**config.mk**
```make
export PLATFORM = sky130hd
export DESIGN_NAME = regfile_write_arbiter
export DESIGN_NICKNAME = d
export VERILOG_FILES = /design/src/rtl/regfile_pkg.sv /design/src/rtl/rr_arbiter.sv /design/src/rtl/regfile_write_arbiter.sv
export SDC_FILE = /design/constraint.sdc
export NUM_CORES = 1
export LEC_CHECK = 0
export BUFFER_PORTS_ARGS = -buffer_cell sky130_fd_sc_hd__buf_2
export CAP_MARGIN = 10
export CORE_MARGIN = 5
export CORE_UTILIZATION = 25
export CTS_BUF_LIST = sky130_fd_sc_hd__clkbuf_2
export DETAILED_ROUTE_END_ITERATION = 16
export SKIP_LAST_GASP = 1
export SYNTH_ARGS = -nofsm -noshare
export SYNTH_HDL_FRONTEND = slang
export SYNTH_SLANG_ARGS = --single-unit
export TNS_END_PERCENT = 100
```
**constraint.sdc**
```tcl
create_clock -name clock -period 5.25 [get_ports clock]
set_input_delay 0.2625 -clock clock [delete_from_list [all_inputs] [get_ports clock]]
set_output_delay 0.2625 -clock clock [all_outputs]
set_load 0.03 [all_outputs]
```
**src/rtl/regfile_pkg.sv**
```systemverilog
// Shared definitions for the register-file write arbiter: default widths,
// register count, FSM state encoding and a small modulo helper.
package regfile_pkg;

    localparam int REG_ADDR_W = 5;
    localparam int REG_DATA_W = 32;
    localparam int NUM_REGS   = 32;

    // ARB: normal arbitration, CLEAR: zero-fill r1..r31, DONE: one-cycle completion.
    typedef enum logic [1:0] {
        ARB   = 2'd0,
        CLEAR = 2'd1,
        DONE  = 2'd2
    } arbState_t;

    // Index following idx in a ring of n entries.
    function automatic int wrapIncrement(input int idx, input int n);
        return (idx + 1 >= n) ? 0 : idx + 1;
    endfunction

endpackage

```
**src/rtl/rr_arbiter.sv**
```systemverilog
// Round-robin grant: picks the first requester at or above the pointer,
// wrapping to the lowest requester when nothing at or above it is asking.
module rr_arbiter #(
    parameter int NUM_REQ = 3,
    parameter int PTR_W   = 2
) (
    input  logic [NUM_REQ-1:0] request,
    input  logic [PTR_W-1:0]   pointer,
    output logic [NUM_REQ-1:0] grant
);

    logic [NUM_REQ-1:0] highMask;
    logic [NUM_REQ-1:0] maskedReq;
    logic [NUM_REQ-1:0] maskedGrant;
    logic [NUM_REQ-1:0] plainGrant;

    // Bits at or above the pointer carry the current highest priority.
    assign highMask    = ~((NUM_REQ'(1) << pointer) - NUM_REQ'(1));
    assign maskedReq   = request & highMask;

    // Isolate the lowest set bit of each candidate vector (x & -x).
    assign maskedGrant = maskedReq & (~maskedReq + NUM_REQ'(1));
    assign plainGrant  = request & (~request + NUM_REQ'(1));

    assign grant = (|maskedReq) ? maskedGrant : plainGrant;

endmodule

```
**src/rtl/regfile_write_arbiter.sv**
```systemverilog
// Arbitrates several register-file write requesters onto one registered write
// port, and can zero-fill r1..r31 on request while holding requesters off.
module regfile_write_arbiter
    import regfile_pkg::*;
#(
    parameter int NUM_REQ = 3,
    parameter int DATA_W  = REG_DATA_W,
    parameter int ADDR_W  = REG_ADDR_W
) (
    input  logic                      clock,
    input  logic                      ctrl_reset_n,
    input  logic [NUM_REQ-1:0]        req_valid,
    output logic [NUM_REQ-1:0]        req_ready,
    input  logic [NUM_REQ*ADDR_W-1:0] req_addr,
    input  logic [NUM_REQ*DATA_W-1:0] req_data,
    input  logic                      clear_start,
    output logic                      clear_busy,
    output logic                      clear_done,
    output logic                      ctrl_writeEnable,
    output logic [ADDR_W-1:0]         ctrl_writeReg,
    output logic [DATA_W-1:0]         data_writeReg
);

    localparam int PTR_W = (NUM_REQ > 1) ? $clog2(NUM_REQ) : 1;
    localparam logic [ADDR_W-1:0] FIRST_CLEAR = ADDR_W'(1);
    localparam logic [ADDR_W-1:0] LAST_CLEAR  = ADDR_W'(NUM_REGS - 1);

    arbState_t          stateReg, stateNext;
    logic [PTR_W-1:0]   ptrReg, ptrNext;
    logic [ADDR_W-1:0]  clearIdxReg, clearIdxNext;
    logic               writeEnableReg, writeEnableNext;
    logic [ADDR_W-1:0]  writeRegReg, writeRegNext;
    logic [DATA_W-1:0]  writeDataReg, writeDataNext;

    logic [NUM_REQ-1:0] grant;
    logic               arbActive;
    logic               transfer;
    logic [PTR_W-1:0]   grantIdx;
    logic [ADDR_W-1:0]  selAddr;
    logic [DATA_W-1:0]  selData;

    logic [ADDR_W-1:0]  reqAddrArr [NUM_REQ];
    logic [DATA_W-1:0]  reqDataArr [NUM_REQ];

    // Split the packed request buses into per-requester slices.
    for (genvar gi = 0; gi < NUM_REQ; gi++) begin : gUnpack
        assign reqAddrArr[gi] = req_addr[gi*ADDR_W +: ADDR_W];
        assign reqDataArr[gi] = req_data[gi*DATA_W +: DATA_W];
    end

    rr_arbiter #(
        .NUM_REQ (NUM_REQ),
        .PTR_W   (PTR_W)
    ) uRrArbiter (
        .request (req_valid),
        .pointer (ptrReg),
        .grant   (grant)
    );

    // A grant is only offered in ARB, never in a cycle that starts a clear,
    // and never while reset is held.
    assign req_ready = (arbActive && ctrl_reset_n) ? grant : '0;
    assign transfer  = |req_ready;

    // FSM state register.
    always_ff @(posedge clock or negedge ctrl_reset_n) begin
        if (!ctrl_reset_n) begin
            stateReg <= ARB;
        end else begin
            stateReg <= stateNext;
        end
    end

    // FSM next-state: ARB -> CLEAR on request, CLEAR runs to r31, DONE lasts one cycle.
    always_comb begin
        stateNext = stateReg;
        case (stateReg)
            ARB:     if (clear_start) stateNext = CLEAR;
            CLEAR:   if (clearIdxReg == LAST_CLEAR) stateNext = DONE;
            DONE:    stateNext = ARB;
            default: stateNext = ARB;
        endcase
    end

    // FSM outputs: arbitration enable and the clear status flags.
    always_comb begin
        arbActive  = 1'b0;
        clear_busy = 1'b0;
        clear_done = 1'b0;
        case (stateReg)
            ARB:     arbActive  = !clear_start;
            CLEAR:   clear_busy = 1'b1;
            DONE:    clear_done = 1'b1;
            default: arbActive  = 1'b0;
        endcase
    end

    // Convert the one-hot grant into an index and select that requester's payload.
    always_comb begin
        grantIdx = '0;
        selAddr  = '0;
        selData  = '0;
        for (int i = 0; i < NUM_REQ; i++) begin
            if (grant[i]) begin
                grantIdx = PTR_W'(i);
                selAddr  = reqAddrArr[i];
                selData  = reqDataArr[i];
            end
        end
    end

    // Write-port, pointer and clear-index next values.
    // The clear index names the register currently shown on the write port,
    // so the fill writes line up exactly with the CLEAR cycles.
    always_comb begin
        writeEnableNext = 1'b0;
        writeRegNext    = writeRegReg;
        writeDataNext   = writeDataReg;
        ptrNext         = ptrReg;
        clearIdxNext    = clearIdxReg;
        case (stateReg)
            ARB: begin
                if (clear_start) begin
                    writeEnableNext = 1'b1;
                    writeRegNext    = FIRST_CLEAR;
                    writeDataNext   = '0;
                    clearIdxNext    = FIRST_CLEAR;
                end else if (transfer) begin
                    ptrNext = PTR_W'(wrapIncrement(int'(grantIdx), NUM_REQ));
                    // r0 is hardwired: accept the request but do not write it.
                    if (selAddr != '0) begin
                        writeEnableNext = 1'b1;
                        writeRegNext    = selAddr;
                        writeDataNext   = selData;
                    end
                end
            end
            CLEAR: begin
                if (clearIdxReg != LAST_CLEAR) begin
                    writeEnableNext = 1'b1;
                    writeRegNext    = clearIdxReg + ADDR_W'(1);
                    writeDataNext   = '0;
                    clearIdxNext    = clearIdxReg + ADDR_W'(1);
                end else begin
                    clearIdxNext    = FIRST_CLEAR;
                end
            end
            default: begin
                writeEnableNext = 1'b0;
            end
        endcase
    end

    // Datapath registers: write port, round-robin pointer and clear index.
    always_ff @(posedge clock or negedge ctrl_reset_n) begin
        if (!ctrl_reset_n) begin
            writeEnableReg <= 1'b0;
            writeRegReg    <= '0;
            writeDataReg   <= '0;
            ptrReg         <= '0;
            clearIdxReg    <= FIRST_CLEAR;
        end else begin
            writeEnableReg <= writeEnableNext;
            writeRegReg    <= writeRegNext;
            writeDataReg   <= writeDataNext;
            ptrReg         <= ptrNext;
            clearIdxReg    <= clearIdxNext;
        end
    end

    assign ctrl_writeEnable = writeEnableReg;
    assign ctrl_writeReg    = writeRegReg;
    assign data_writeReg    = writeDataReg;

endmodule

```
==> results.txt <==
- The run finished with clean final reports.
- For this configuration, the core starts out at a cell density of 0.2554.
* Via count of the first global-routing pass: 2839
- After synthesis, the share of flip-flops with an asynchronous set or reset is 1.000.
- Synthesis produced a netlist with a net count of 399.
- The count of endpoints failing hold in the final timing report is 0.
- Detailed placement finished with a half-perimeter wire length of 6718 um.
- Source of the critical timing path: ptrReg[1]$_DFFE_PN0P_
* Initial antenna violation count: 0
- TNS Setup: 0 ns
* Residual overflow from global routing: 0
- The number of setup buffers added after CTS is 0.
- Biggest fanout along the worst timing path: 23
- Max capacitance violation total: 0
- Counting every sink on the clock net gives 47.
* Count of input and output buffers: 159
- CP Class: reg2reg
- Across every metal layer, demand over resource in global routing totals 0.1314.
* Place WS: 1.890 ns
* Worst rel slew slack: 0.5222
- At the end of routability-driven placement, the weighted congestion stood at 0.7960.
- Layout-stage area growth over the synthesis result: 36.02%
* Finished Layout Cells: 570
* Number of cell instances on the worst register-to-register path: 9
* WHS Path Cells: 4
- Synthesis produced 280 cells.
- The startpoint identified for the worst register-to-register timing path is ptrReg[1]$_DFFE_PN0P_.
- Worst Setup Slack, final: 1.888 ns
* Commonest non-fill, non-tap cell in the layout: buf_2
* Critical path startpoint category: flip-flop
- The layout has 1087 filler cells.
- The clock reaches the later pin of the worst-skew pair after 0.40 ns.
* Total clock buffers created by CTS: 5
- Period minus WS final: 3.362 ns
* Post-detailed-route count of antenna-violating nets: 0
- Including well taps, the total number of placed cells is 561.
- For this run, the register share of the synthesized area comes to 0.4466.
- Pin count of the biggest net entering global routing: 50
* Net Sw Frac: 0.4349
- The final layout contains routed wiring with a total length of 8741 um.
- For the worst setup path, the data required time is 5.61 ns.
- In this run the static leakage power is 1.953 nW.
- TritonCTS built the clock tree.
* Number of endpoints failing setup at the final stage: 0
- Synth warn: 0
* Commonest cells after routing, fill and taps aside: buf_2 (159), nand2_1 (71), dfrtp_1 (46)
* Path class of the lowest-slack min-delay path: in2reg
- Derived from the worst setup path, the maximum achievable clock frequency is 297.4 MHz.
- The endpoint identified for the worst register-to-register timing path is data_writeReg[19]$_DFFE_PN0P_.
* Flip-flop and latch count after synthesis: 47
- Worst hold slack across all endpoints: 0.1467 ns
- For this design the ratio of total power to cell area is 347.1 nW/um^2.
- Dividing the detail-routed wire length by the instance count gives 15.34 um.
- In this run, synthesis inferred 0 flip-flops with an integrated enable.
* Number of distinct library cells after synthesis: 42
- Clock-pin slew was measured on the worst setup and hold paths at 0.24 ns.
- Total via count after detailed routing: 2751
- Clock H-tree levels: 2
- Layout Skew: 0.01223 ns
- Clock group share of total power: 0.116
* Floorplan die height: 112.7 um
* Proportion of layout cells with a drive suffix above 1: 0.4101
- The final-report max-slew violation count is 0.
- Share of total power in sequential cells: 0.382
* Post_cts resized: 0
- STA puts the critical path data arrival time at 3.72 ns.
- After the last flow step, the layout net total stands at 552.
* Reg2reg setup slack: 1.89 ns
- Actual transition at the worst max-transition pin: 0.7167 ns
- Die width: 112.7 um
- Wire length of the first global-routing pass: 13690 um
* Maximum resistive drop on vdd: 124.0 uV
- Via count normalized by instance count: 4.826
- Placeable core area: 10320 um^2
- Of the total power, combinational logic draws 0.502.
* Internal power of the cells: 703.4 uW
- The repair_antennas step left the layout with diodes totalling 0.
- Of the available clock period, the critical path in the final layout requires 0.6404.
- The floorplan step defined a die boundary enclosing 12700 um^2.
- Average footprint of a synthesized cell: 9.415 um^2
- The mapped netlist covers 2636 um^2.
- Net switching power: 541.3 uW
- Number of DRC markers after the initial detailed-route iteration: 162
* Root buffer cell: clkbuf_2
- Type of destination of the critical path: flip-flop
* # DRC: 0
- Total number of placement rows: 37
- In this run the worst setup path terminates at data_writeReg[19]$_DFFE_PN0P_.
- The first detailed-routing pass ran for 4 iterations.
- Setup repair after global routing left no endpoint under its margin.
- Number of top-level design ports: 160
* Dominant register cell in the synthesized netlist: dfrtp_1
* Clock buffer depth: 2
## final cells by class
type,count,area (um^2),area share
Clock buffer,5,25.02,0.006978
Clock inverter,3,15.01,0.004187
Inverter,4,15.01,0.004187
Timing Repair Buffer,165,843.3,0.2352
Multi-Input combinational cell,210,1340,0.3737
Tap cell,136,170.2,0.04745
Sequential cell,47,1177,0.3283
## worst max-delay path, cell delays in order, from the launching register on
cell,delay [ns]
dfrtp_1,0.50
nor3b_2,0.19
o31a_1,0.62
buf_4,0.39
a22o_1,0.20
and4b_1,0.19
and4_4,0.20
nor3b_4,0.46
buf_4,0.37
a22o_1,0.18
## routing by layer
layer | up-vias | GRT usage | wire length (um)
met5 | - | 0 | 0
met4 | 0 | 0.02644 | 78
met3 | 8 | 0.03422 | 581
met2 | 99 | 0.2243 | 4330
met1 | 1306 | 0.1681 | 3750
li1 | 1338 | - | -
## repair_timing
item,CTS,global route
hold endpoints to repair,46,0
hold buffers,1,0
endpoints found under the setup margin,0,0
## cell families after synthesis
logic type      count (synthesis)  synth area share
mux                             5           0.02136
flops                          47            0.4466
buf+inv                        23           0.04746
simple gates                  104            0.1823
fa+ha+maj                       2          0.009491
xor+xnor                        1          0.003323
compound gates                 98            0.2895
## cells in the mapped netlist (2+ instances only)
library cell  count  area (um^2)
and3_1            6        37.54
o21ai_1           2        10.01
ha_1              2        25.02
a22oi_1          35        262.8
o21ai_0           8        40.04
buf_6             4        45.04
buf_2             4        20.02
a22o_1           35        306.5
nand3_1           2        10.01
nor2_1            5        18.77
clkbuf_1         10        37.54
mux2_1            5        56.30
dfrtp_1          46         1151
inv_1             2        7.510
a31oi_1           2        12.51
or3_1             2        12.51
nor3b_1           2        15.01
a21o_1            2        15.01
nand2_1          71        266.5
nor2b_1           7        43.79
nor3_1            2        10.01
nor3b_2           2        25.02
a21oi_1           5        25.02
## power groups by stage
stage | Clock, mW | Sequential [mW] | Combinational, mW
6_report | 0.144 | 0.476 | 0.625
5_1_grt | 0.171 | 0.485 | 0.697
4_1_cts | 0.155 | 0.476 | 0.635
3_5_place_dp | 0 | 0.482 | 0.632
3_3_place_gp | 0 | 0.479 | 0.620
2_1_floorplan | 0 | 0.530 | 0.411
## metrics by stage
step	cell area [um^2]	util	power, mW
floorplan	2636	-	0.9405
global placement	3536	0.3425	1.100
detailed placement	3536	0.3425	1.115
CTS	3586	0.3474	1.266
global route	3586	0.3474	1.353
finish	3586	0.3474	1.245
## sequential cells by signal (all words and copies together), names as in the netlist
| signal | cells |
|---|---|
| clearIdxReg | 5 |
| data_writeReg | 32 |
| stateReg | 2 |
| ctrl_writeEnable | 1 |
| ptrReg | 2 |
| ctrl_writeReg | 5 |
## worst min path at each step
stage | from | to | slack (ns)
2_1_floorplan | ctrl_reset_n | clearIdxReg[1]$_DFFE_PN0P_ | -0.03
3_3_place_gp | ctrl_reset_n | ptrReg[1]$_DFFE_PN0P_ | 0.40
3_5_place_dp | ctrl_reset_n | ctrl_writeReg[3]$_DFFE_PN0P_ | 0.42
4_1_cts | req_data[63] | data_writeReg[31]$_DFFE_PN0P_ | 0.11
5_1_grt | req_data[39] | data_writeReg[7]$_DFFE_PN0P_ | 0.1
6_report | req_data[41] | data_writeReg[9]$_DFFE_PN0P_ | 0.15
No activity file was read; power rests on OpenSTA's default activity.
